**config.mk**
```make
export PLATFORM = sky130hd
export DESIGN_NAME = wrd_frame_pack_flat
export DESIGN_NICKNAME = d
export VERILOG_FILES = /design/src/rtl/wrd_frame_pack_if.sv /design/src/rtl/wrd_frame_pack.sv /design/src/flat_wrapper.sv
export SDC_FILE = /design/constraint.sdc
export NUM_CORES = 1
export LEC_CHECK = 0
export ABC_AREA = 1
export BUFFER_PORTS_ARGS = -buffer_cell sky130_fd_sc_hd__buf_2
export CORE_UTILIZATION = 30
export DETAILED_ROUTE_END_ITERATION = 8
export PLACE_DENSITY = 0.57
export SLEW_MARGIN = 20
export SYNTH_ARGS = -nofsm -noshare
export SYNTH_HDL_FRONTEND = slang
export SYNTH_SLANG_ARGS = --single-unit
```
**constraint.sdc**
```tcl
create_clock -name clk_i -period 2.3 [get_ports clk_i]
set_input_delay 0.23 -clock clk_i [delete_from_list [all_inputs] [get_ports clk_i]]
set_output_delay 0.23 -clock clk_i [all_outputs]
set_load 0.01 [all_outputs]
```
**src/rtl/wrd_frame_pack_if.sv**
```systemverilog
// rtl/wrd_frame_pack_if.sv - coefficient input and packed-vector output streams of wrd_frame_pack
interface wrd_frame_pack_if #(
   parameter int BW         = 8,
   parameter int VECTOR_LEN = 13
);
   logic [BW-1:0]            data_i;
   logic                     valid_i;
   logic                     first_i;
   logic                     ready_o;
   logic [BW*VECTOR_LEN-1:0] data_o;
   logic                     valid_o;
   logic                     last_o;
   logic                     ready_i;

   modport slave (
      input  data_i, valid_i, first_i, ready_i,
      output ready_o, data_o, valid_o, last_o
   );

   modport master (
      output data_i, valid_i, first_i, ready_i,
      input  ready_o, data_o, valid_o, last_o
   );
endinterface

```
**src/rtl/wrd_frame_pack.sv**
```systemverilog
// rtl/wrd_frame_pack.sv - packs serial MFCC bytes into 13-lane vectors, framed in groups of 50
module wrd_frame_pack #(
   parameter int BW         = 8,
   parameter int VECTOR_LEN = 13,
   parameter int FRAME_LEN  = 50
) (
   input  logic            clk_i,
   input  logic            rst_i,
   wrd_frame_pack_if.slave s,
   output logic            err_o,
   input  logic            clr_err_i
);
   localparam int CW = $clog2(VECTOR_LEN);
   localparam int VW = $clog2(FRAME_LEN);
   localparam logic [CW-1:0] COEF_LAST = CW'(VECTOR_LEN - 1);
   localparam logic [VW-1:0] VEC_LAST  = VW'(FRAME_LEN - 1);

   logic [CW-1:0]                coef_cnt;
   logic [VW-1:0]                vec_cnt;
   logic [(VECTOR_LEN-1)*BW-1:0] asm_q;
   logic                         accept;
   logic                         misaligned;

   // Only the final lane can stall: it needs the output register free.
   assign s.ready_o  = !rst_i && (coef_cnt != COEF_LAST || !s.valid_o || s.ready_i);
   assign accept     = s.valid_i && s.ready_o;
   assign misaligned = (coef_cnt != '0) || (vec_cnt != '0);

   always_ff @(posedge clk_i) begin
      if (rst_i) begin
         coef_cnt  <= '0;
         vec_cnt   <= '0;
         asm_q     <= '0;
         s.data_o  <= '0;
         s.valid_o <= 1'b0;
         s.last_o  <= 1'b0;
      end else begin
         if (s.valid_o && s.ready_i) begin
            s.valid_o <= 1'b0;
            s.last_o  <= 1'b0;
         end
         if (accept) begin
            if (s.first_i) begin
               asm_q         <= '0;
               asm_q[BW-1:0] <= s.data_i;
               coef_cnt      <= CW'(1);
               vec_cnt       <= '0;
            end else if (coef_cnt == COEF_LAST) begin
               // Load overrides the drain clear above.
               s.data_o  <= {s.data_i, asm_q};
               s.valid_o <= 1'b1;
               s.last_o  <= (vec_cnt == VEC_LAST);
               coef_cnt  <= '0;
               vec_cnt   <= (vec_cnt == VEC_LAST) ? '0 : vec_cnt + 1'b1;
            end else begin
               for (int k = 0; k < VECTOR_LEN - 1; k++) begin
                  if (coef_cnt == CW'(k)) asm_q[k*BW +: BW] <= s.data_i;
               end
               coef_cnt <= coef_cnt + 1'b1;
            end
         end
      end
   end

   always_ff @(posedge clk_i) begin
      if (rst_i) begin
         err_o <= 1'b0;
      end else if (accept && s.first_i && misaligned) begin
         err_o <= 1'b1;
      end else if (clr_err_i) begin
         err_o <= 1'b0;
      end
   end
endmodule
```
**src/flat_wrapper.sv**
```systemverilog
// flat-port wrapper written by rule: the top's interface ports become plain ports
module wrd_frame_pack_flat 
#(
   parameter int BW         = 8,
   parameter int VECTOR_LEN = 13,
   parameter int FRAME_LEN  = 50
)
  (clk_i, rst_i, err_o, clr_err_i, s_data_i, s_valid_i, s_first_i, s_ready_i, s_ready_o, s_data_o, s_valid_o, s_last_o);
  wrd_frame_pack_if #(.BW(BW), .VECTOR_LEN(VECTOR_LEN)) s_i ();
  input  logic clk_i;
  input  logic rst_i;
  output logic err_o;
  input  logic clr_err_i;
  input wire logic [$bits(s_i.data_i)-1:0] s_data_i;
  input wire logic [$bits(s_i.valid_i)-1:0] s_valid_i;
  input wire logic [$bits(s_i.first_i)-1:0] s_first_i;
  input wire logic [$bits(s_i.ready_i)-1:0] s_ready_i;
  output wire logic [$bits(s_i.ready_o)-1:0] s_ready_o;
  output wire logic [$bits(s_i.data_o)-1:0] s_data_o;
  output wire logic [$bits(s_i.valid_o)-1:0] s_valid_o;
  output wire logic [$bits(s_i.last_o)-1:0] s_last_o;
  assign s_i.data_i = s_data_i;
  assign s_i.valid_i = s_valid_i;
  assign s_i.first_i = s_first_i;
  assign s_i.ready_i = s_ready_i;
  assign s_ready_o = s_i.ready_o;
  assign s_data_o = s_i.data_o;
  assign s_valid_o = s_i.valid_o;
  assign s_last_o = s_i.last_o;
  wrd_frame_pack #(.BW(BW), .VECTOR_LEN(VECTOR_LEN), .FRAME_LEN(FRAME_LEN)) u_core (.clk_i(clk_i), .rst_i(rst_i), .s(s_i), .err_o(err_o), .clr_err_i(clr_err_i));
endmodule
```
==> results of run 1 <==
[power groups by stage]
stage,registers [W],clock network (W),logic [W]
after floorplan,0.00390,0,0.000379
after global placement,0.00390,0,0.000493
after detailed placement,0.00391,0,0.000497
after CTS,0.00383,0.00399,0.000500
after global routing,0.00384,0.00415,0.000579
final,0.00383,0.00387,0.000498
[metal layers]
layer,up-vias,track usage,routed length (um)
li1,4112,-,-
met1,3328,0.1774,10540
met2,136,0.2246,9603
met3,23,0.02873,1073
met4,2,0.02961,262
met5,-,0,13
[layout make-up]
cell class,instances,area share
Sequential cell,213,0.3993
Multi-Input combinational cell,923,0.3440
Timing Repair Buffer,148,0.08916
Clock buffer,36,0.06714
Inverter,134,0.04757
Tap cell,384,0.04499
Clock inverter,6,0.007850
[kinds of logic after synthesis]
logic type | count (synthesis) | share of synthesized area
xor+xnor | 2 | 0.001982
buf+inv | 203 | 0.1021
compound gates | 22 | 0.01302
fa+ha+maj | 7 | 0.009908
simple gates | 892 | 0.3907
flops | 213 | 0.4824
[stage by stage]
stage	cells	hold slack (ns)	util
after floorplan	1339	0.3933	-
after global placement	1795	0.4515	0.3377
after detailed placement	1795	0.4575	0.3377
after CTS	1838	0.03075	0.3658
after global routing	1844	0.05783	0.3701
final	1844	0.05107	0.3701
[cell usage after synthesis]
cell      instances
clkbuf_1         25
inv_1           132
a21boi_0          1
buf_1             6
a21oi_1           9
nand3b_1          1
nor2_2            1
buf_2            16
ha_1              7
o21bai_1          1
buf_8             1
dfxtp_1         213
nor2_1          425
buf_4            13
nor2_4            8
xor2_1            2
inv_2             2
o21ai_1           1
nand3_4           1
o21ai_0          10
nand4_1           2
nor3_1            1
nand3_1          15
nand2_1         438
buf_6             8
[worst max-delay path, cell delays in order (launching register included)]
cell and delay, ns:
dfxtp_1 0.41, inv_1 0.09, ha_1 0.25, inv_1 0.10, nor2_2 0.06, nand2_1 0.13, nand3_4 0.12, nor2_4 0.25
buf_12 0.18, buf_16 0.18, nand2_1 0.09, nand2_1 0.07, nor2_1 0.05
[how the worst max path moves through the flow]
stage | startpoint | end | cells past startpoint
5_1_grt | u_core.coef_cnt[0] | u_core.s.data_o[3] | 12
4_1_cts | u_core.coef_cnt[0] | u_core.s.data_o[52] | 11
3_3_place_gp | u_core.coef_cnt[0] | u_core.s.data_o[59] | 11
6_report | u_core.coef_cnt[0] | u_core.s.data_o[8] | 12
3_5_place_dp | u_core.coef_cnt[0] | u_core.s.data_o[52] | 11
2_1_floorplan | u_core.coef_cnt[0] | u_core.asm_q[29] | 11
[sequential cells by signal, indices dropped and copies added (netlist names)]
register / flops
u_core.s.last_o: 1
u_core.err_o: 1
u_core.vec_cnt: 6
u_core.coef_cnt: 4
u_core.s.data_o: 104
u_core.s.valid_o: 1
u_core.asm_q: 96
[repair_timing]
action,in CTS,in global routing
gates resized for setup,0,7
hold endpoints to repair,1,0
setup endpoints to repair,0,89
buffers inserted,0,3
hold buffers,1,0
==> reports/metrics.csv, run 1 <==
stage;metric;value;unit
run_status;status;finished, final reports clean;
floorplan;Die Ht;173.7;um
critical_path;Max FO, Critical Path;30;
critical_path;crit path kind;register to register;
clocking;CTS root buffer;clkbuf_16;
drt;post-route ant nets;0;
timing;Final Cycle Share;0.9101;
timing;Slew @ Worst Pin;0.8982;ns
cells_and_area;n_diodes;0;
pwr;leak pwr;4.875;nW
critical_path;r2r startpoint;u_core.coef_cnt[0];
timing;RSZ-0062 raised after global routing;no;
drt;Residual DRC;0;
timing;Max Slew Vio Count;0;
pwr;Psw;0.001873;W
place;Setup Slack @ Placement;0.1443;ns
place;placed standard-cell area;0.009744;mm2
synth;cells after synthesis;1339;
critical_path;Critical Path RT;2.70;ns
pwr;overall power;0.008189;W
cells_and_area;final instance area;0.01068;mm2
clocking;TritonCTS clock tree;built;
synth;mapped cell area;0.008840;mm2
clocking;Longest Clk Path Bufs;3;
cells_and_area;# nets final;1465;
critical_path;R2R setup slack;0.21;ns
clocking;worst skew pair latency;0.51;ns
pwr;pwr dens;766.8;mW/mm2
global_route;gr usage total;0.1345;
synth;leading area contributor after synthesis;dfxtp_1;
global_route;vias in the first global route;6672;
synth;Mapped Nets;1360;
synth;synthesis warning total;0;
worst_hold_path;Worst Hold Depth;5;
worst_hold_path;hold path start;s_data_i[7];
floorplan;IO Pins;122;
place;routability congestion estimate;0.8084;
cells_and_area;commonest cells after routing, fill and taps aside;438 x nand2_1, 425 x nor2_1, 213 x dfxtp_1, 132 x inv_1, 121 x buf_2;
timing;clk_skew;0.007683;ns
synth;Seq/Total Area, Yosys;0.4824;
run;Max Cap Viol;0;
place;hpwl dp;12670;um
pwr;sequential power share;0.467;
timing;max_slew headroom;0.4012;
pwr;Sw Share;0.2287;
global_route;antenna violations before repair;1;
timing;TNS Setup;0;ns
floorplan;Core ar.;0.02886;mm2
synth;library cells used by synthesis;25;
drt;post-DR vias/cell;4.122;
synth;Synth Register Bits;213;
critical_path;worst endpoint data arrival time;2.50;ns
pwr;Pint;0.006316;W
floorplan;std cell rows;62;
synth;area fraction of the dominant cell type after synthesis;0.4824;
floorplan;die footprint;0.03016;mm2
global_route;largest net degree at the start of global routing;124;
drt;initial drt markers;511;
clocking;clk slew on worst S/H paths;0.06;ns
critical_path;R2R Path End;u_core.s.data_o[8];
cells_and_area;multi-input combinational cell area;0.003674;mm2
timing;Tmin final;2.093;ns
critical_path;R2R cell count;12;
worst_hold_path;Hold Path Class;input pin to register;
global_route;global-route wire length before repair;33290;um
floorplan;initial core utilization;0.3063;
timing;Fmax;0.4777;GHz
pwr;clock share of power;0.472;
place;port bufs;121;
critical_path;startpoint types;register;
cells_and_area;commonest non-fill, non-tap cell in the layout;nand2_1;
clocking;htree depth;1;
timing;setup slack after layout;0.2067;ns
pwr;worst vdd ir;0.4387;mV
cells_and_area;Fillers;3114;
clocking;clock sinks;213;
drt;Vias;7601;
cells_and_area;area grow syn2layout;20.81;%
global_route;grt ovf;0;
drt;DR pass1 iterations;5;
cells_and_area;fraction of layout cells with a size suffix above 1;0.1336;
timing;final hold violation count;0;
clocking;total CTS buffers;24;
drt;Routed WL;21490;um
critical_path;Crit. End Element;register;
cells_and_area;Register Area;0.004264;mm2
synth;Area contributors post-synth;dfxtp_1 48%, nand2_1 19%, nor2_1 18%;
drt;wire length per cell;11.66;um
floorplan;Chip Width;173.7;um
pwr;Combinational Power Share;0.061;
worst_hold_path;Hold Path End;u_core.asm_q[7];
synth;synthesized area per cell;6.602;um2
timing;Final Setup Violations;0;
Power figures use the tool's default switching activity.
==> inputs of run 2 (changes only) <==
Settings changed: CORE_UTILIZATION 30 to 57, PLACE_DENSITY 0.57 to 0.89.
==> run 2 against run 1 <==
Compared with the run above: combinational power down 4.2%; die area down 47%; fmax down 0.18%; count of clock-buffer cells in the layout unchanged; worst hold slack better by 0.029 ns; final cell count down 12%; first-iteration DRC count up 11%; highest routed layer is now met4.
==> reports/metrics.csv, run 2 (same netlist as run 1, synthesis figures left out) <==
stage;metric;value;unit
drt;initial drt markers;566;
floorplan;die footprint;0.01601;mm2
cells_and_area;fraction of layout cells with a size suffix above 1;0.1207;
run_status;status;finished, final reports clean;
global_route;antenna violations before repair;0;
clocking;TritonCTS clock tree;built;
timing;Max Slew Vio Count;0;
critical_path;WP depth;11;
global_route;largest net degree at the start of global routing;129;
clocking;clk slew on worst S/H paths;0.06;ns
drt;Residual DRC;0;
clocking;total CTS buffers;22;
cells_and_area;# nets final;1449;
clocking;clock sinks;213;
place;port bufs;121;
critical_path;CP cell instances;inv_1, ha_1, inv_1, nor2_2, nand2_1, nand3_4, nor2_4, clkbuf_8, nand2_1, nand2_1, nor2_1;
floorplan;std cell rows;45;
floorplan;initial core utilization;0.5836;
cells_and_area;Post-Layout Cell Count;1630;
run;Max Cap Viol;0;
floorplan;Core ar.;0.01515;mm2
drt;wire length per cell;11.64;um
timing;final hold violation count;0;
floorplan;Chip Width;126.5;um
place;DP Cell Count;1590;
pwr;overall power;0.007729;W
floorplan;Die Ht;126.5;um
cells_and_area;n_diodes;0;
worst_hold_path;Hold Path Class;input pin to register;
critical_path;Buf+Inv Stages, Crit Path;3;
drt;DR pass1 iterations;5;
global_route;vias in the first global route;6721;
clocking;htree depth;1;
cells_and_area;Layout Utilization;0.6683;
timing;Tmin final;2.097;ns
critical_path;slowest stage delay, CP;0.44;ns
critical_path;CP max-delay cell;clkbuf_8;
cells_and_area;Largest register FFs;104;
timing;Final Cycle Share;0.9118;
clocking;Longest Clk Path Bufs;3;
place;hpwl dp;11540;um
critical_path;startpoint types;register;
cells_and_area;area grow syn2layout;14.51;%
cells_and_area;Top Registers;u_core.s.data_o x104, u_core.asm_q x96, u_core.vec_cnt x6;
place;routability congestion estimate;0.8543;
cells_and_area;commonest cells after routing, fill and taps aside;438 x nand2_1, 425 x nor2_1, 213 x dfxtp_1, 132 x inv_1, 121 x buf_2;
clocking;worst skew pair latency;0.49;ns
pwr;pwr dens;763.6;mW/mm2
drt;post-DR vias/cell;4.773;
critical_path;Max FO, Critical Path;64;
critical_path;crit-path most repeated cell;nand2_1;
timing;clk_skew;0.005001;ns
floorplan;IO Pins;122;
critical_path;worst endpoint data arrival time;2.48;ns
timing;TNS Setup;0;ns
global_route;gr usage total;0.2300;
drt;Routed WL;18980;um
timing;Slew @ Worst Pin;0.8871;ns
critical_path;CP top delay family;simple AND/OR/NAND/NOR gates;
global_route;grt ovf;0;
timing;max_slew headroom;0.4086;
cells_and_area;Largest Register;u_core.s.data_o;
timing;RSZ-0062 raised after global routing;no;
pwr;worst vdd ir;0.6792;mV
critical_path;Crit. End Element;register;
pwr;leak pwr;4.723;nW
critical_path;crit path kind;register to register;
drt;Vias;7780;
global_route;global-route wire length before repair;30390;um
timing;Final Setup Violations;0;
drt;post-route ant nets;0;
critical_path;R2R cell count;11;
critical_path;Critical Path RT;2.68;ns
timing;Fmax;0.4769;GHz
cells_and_area;commonest non-fill, non-tap cell in the layout;nand2_1;
worst_hold_path;Worst Hold Depth;5;
clocking;Setup Fix Bufs, Post-CTS;0;
critical_path;R2R setup slack;0.20;ns
clocking;CTS root buffer;clkbuf_16;
## run 2: changes by cell type in the layout (fill, tap and decap cells not counted), moves of 2 or more
cell	previous run	this run
buf_12	3	1
buf_16	2	0
buf_4	16	9
clkbuf_1	6	9
clkbuf_16	28	24
clkinv_2	3	1
## run 2: worst min-delay path: stages
cell and delay (ns):
buf_2 0.09, inv_1 0.05, nand2_1 0.06, nand2_1 0.04
nor2_1 0.07
## run 2: repair_timing
item                                   4_1_cts  5_1_grt
setup endpoints to repair                    0       59
hold buffers                                 1        0
endpoints found under the hold margin        1        0
gates resized for setup                      0        3
## run 2: through the flow
stage / setup WS (ns) / instance area, um2 / hold slack, ns
6_report: 0.2029 / 10120 / 0.08027
5_1_grt: 0.01539 / 10120 / 0.07310
3_5_place_dp: 0.1631 / 9394 / 0.4593
2_1_floorplan: 0.4738 / 8840 / 0.3933
3_3_place_gp: 0.2835 / 9394 / 0.4505
4_1_cts: 0.1493 / 10100 / 0.06515
## run 2: report_power, final
| part | internal [W] | switching, W | leakage [nW] |
|---|---|---|---|
| combinational | 0.000153 | 0.000323 | 2.65 |
| clock | 0.00207 | 0.00135 | 0.341 |
| sequential | 0.00378 | 0.0000466 | 1.73 |
## run 2: per-layer routing
| layer | GRT usage | vias up | part of all wire |
|---|---|---|---|
| li1 | - | 4076 | - |
| met1 | 0.2951 | 3478 | 0.45 |
| met2 | 0.3962 | 193 | 0.48 |
| met3 | 0.03965 | 33 | 0.052 |
| met4 | 0.06945 | 0 | 0.019 |
| met5 | 0 | - | 0 |
## run 2: area by class of cell
cell class | instances | area [um2]
clock buffer | 36 | 664.4
clock inverter | 2 | 35.03
inverter | 134 | 508.0
fill | 1336 | 5024
multi-input combinational | 923 | 3674
sequential | 213 | 4264
timing repair buffer | 134 | 742.0
tap | 188 | 235.2
## run 2: worst paths after layout
path,start,to
max,u_core.coef_cnt[0],u_core.s.data_o[65]
min,s_data_i[0],u_core.asm_q[0]
max reg2reg,u_core.coef_cnt[0],u_core.s.data_o[65]
min reg2reg,u_core.err_o,u_core.err_o
==> inputs of run 3 (changes only) <==
Settings changed: REMOVE_ABC_BUFFERS set to 1.
==> run 3 against run 2 <==
Compared with the run above: non-clock buffer count is 1 higher; clock skew hardly changed; first-iteration DRC count is 20% lower; clock power is 3% higher; fmax is 2.3% lower; final cell count stayed put; global-route usage is 0.19 points higher; die area stayed put.
==> reports/metrics.csv, run 3 (same netlist as run 1, synthesis figures left out) <==
stage;metric;value;unit
place;hpwl dp;11410;um
clocking;Setup Fix Bufs, Post-CTS;0;
floorplan;die footprint;0.01601;mm2
critical_path;Crit. End Element;register;
critical_path;crit path kind;register to register;
drt;DR pass1 iterations;5;
cells_and_area;area grow syn2layout;15.12;%
place;port bufs;121;
drt;Routed WL;18810;um
floorplan;initial core utilization;0.5836;
timing;worst hold slack;0.05117;ns
floorplan;Chip Width;126.5;um
global_route;largest net degree at the start of global routing;110;
pwr;pwr dens;768.7;mW/mm2
cells_and_area;Largest Register;u_core.s.data_o;
drt;Residual DRC;0;
drt;post-route ant nets;0;
global_route;antenna violations before repair;0;
global_route;global-route wire length before repair;30580;um
place;routability congestion estimate;0.8937;
floorplan;Die Ht;126.5;um
pwr;worst vdd ir;0.4787;mV
timing;RSZ-0062 raised after global routing;no;
timing;Max Slew Vio Count;0;
run_status;status;finished, final reports clean;
timing;Tmin final;2.146;ns
clocking;CTS root buffer;clkbuf_16;
cells_and_area;n_diodes;0;
cells_and_area;# nets final;1450;
cells_and_area;fraction of layout cells with a size suffix above 1;0.1241;
critical_path;worst endpoint data arrival time;2.53;ns
critical_path;CP top delay family;simple AND/OR/NAND/NOR gates;
critical_path;Critical Path RT;2.68;ns
pwr;overall power;0.007822;W
global_route;grt ovf;0;
critical_path;CP cell instances;inv_1, ha_1, inv_1, nor2_2, nand2_1, nand3_4, nor2_4, buf_12, nand2_1, nand2_1, nor2_1;
floorplan;Core ar.;0.01515;mm2
clocking;worst skew pair latency;0.49;ns
cells_and_area;Top Registers;u_core.s.data_o x104, u_core.asm_q x96, u_core.vec_cnt x6;
cells_and_area;Post-Layout Cell Count;1630;
critical_path;Max FO, Critical Path;63;
place;DP Cell Count;1591;
clocking;htree depth;1;
global_route;vias in the first global route;6576;
drt;initial drt markers;455;
worst_hold_path;Hold Path Class;input pin to register;
run;Max Cap Viol;0;
clocking;TritonCTS clock tree;built;
timing;Final Cycle Share;0.9332;
global_route;gr usage total;0.2319;
timing;clk_skew;0.005037;ns
timing;final hold violation count;0;
floorplan;IO Pins;122;
clocking;total CTS buffers;22;
critical_path;crit-path most repeated cell;nand2_1;
critical_path;CP max-delay cell;dfxtp_1;
clocking;clk slew on worst S/H paths;0.06;ns
clocking;Longest Clk Path Bufs;3;
cells_and_area;commonest non-fill, non-tap cell in the layout;nand2_1;
clocking;clock sinks;213;
critical_path;slowest stage delay, CP;0.41;ns
timing;Slew @ Worst Pin;0.8356;ns
floorplan;std cell rows;45;
drt;post-DR vias/cell;4.753;
cells_and_area;commonest cells after routing, fill and taps aside;438 x nand2_1, 425 x nor2_1, 212 x dfxtp_1, 132 x inv_1, 121 x buf_2;
cells_and_area;Largest register FFs;104;
critical_path;startpoint types;register;
pwr;leak pwr;4.746;nW
timing;Fmax;0.4659;GHz
critical_path;Buf+Inv Stages, Crit Path;3;
timing;max_slew headroom;0.4429;
drt;wire length per cell;11.54;um
cells_and_area;Fillers;1305;
drt;Vias;7748;
timing;Final Setup Violations;0;
run 3: cell types whose count changed in the layout (fill, tap and decap cells not counted):
cell,change
buf_4,-2
dfxtp_2,+1
buf_12,+2
clkbuf_1,-4
bufinv_16,+1
dfxtp_1,-1
clkinv_2,+2
buf_6,+2
clkbuf_8,-2
clkinvlp_4,+1
run 3: final cells by class:
class                      count  area [um2]  share of cell area
inverter                     134       508.0             0.04992
clock inverter                 6       82.58            0.008115
clock buffer                  31       635.6             0.06246
sequential                   213        4265              0.4192
multi-input combinational    923        3674              0.3610
tap                          188       235.2             0.02312
timing repair buffer         135       775.7             0.07623
run 3: repair_timing:
| item | 4_1_cts | 5_1_grt |
|---|---|---|
| gates resized for setup | 0 | 3 |
| hold endpoints to repair | 1 | 0 |
| endpoints found under the setup margin | 0 | 21 |
| hold buffers | 1 | 0 |
run 3: stage by stage:
stage	utilization	TNS, ns	setup slack (ns)	area, um2
floorplan	-	-421.04	-2.937	8441
global placement	0.6224	0	0.3211	9427
detailed placement	0.6224	0	0.1849	9427
CTS	0.6705	0	0.03427	10150
global route	0.6719	0	0.02498	10180
finish	0.6719	0	0.1535	10180
run 3: path summary, 6_finish.rpt:
kind                       start             endpoint  slack, ns  depth (start not counted)
max           u_core.coef_cnt[1]  u_core.s.data_o[61]       0.15                         11
min                        rst_i   u_core.coef_cnt[2]       0.05                          2
max reg2reg   u_core.coef_cnt[1]  u_core.s.data_o[61]       0.15                         11
min reg2reg  u_core.s.data_o[74]  u_core.s.data_o[74]       0.47                          2
run 3: routing by layer:
metal | vias up | track usage | routed length [um]
li1 | 4079 | - | -
met1 | 3433 | 0.3063 | 8534
met2 | 197 | 0.3880 | 8771
met3 | 39 | 0.03501 | 1072
met4 | 0 | 0.08009 | 429
met5 | - | 0 | 0
run 3: power breakdown:
group	total (W)	switching [W]	internal, W
logic	0.000478	0.000322	0.000156
clock network	0.00352	0.00138	0.00214
registers	0.00383	0.0000461	0.00378
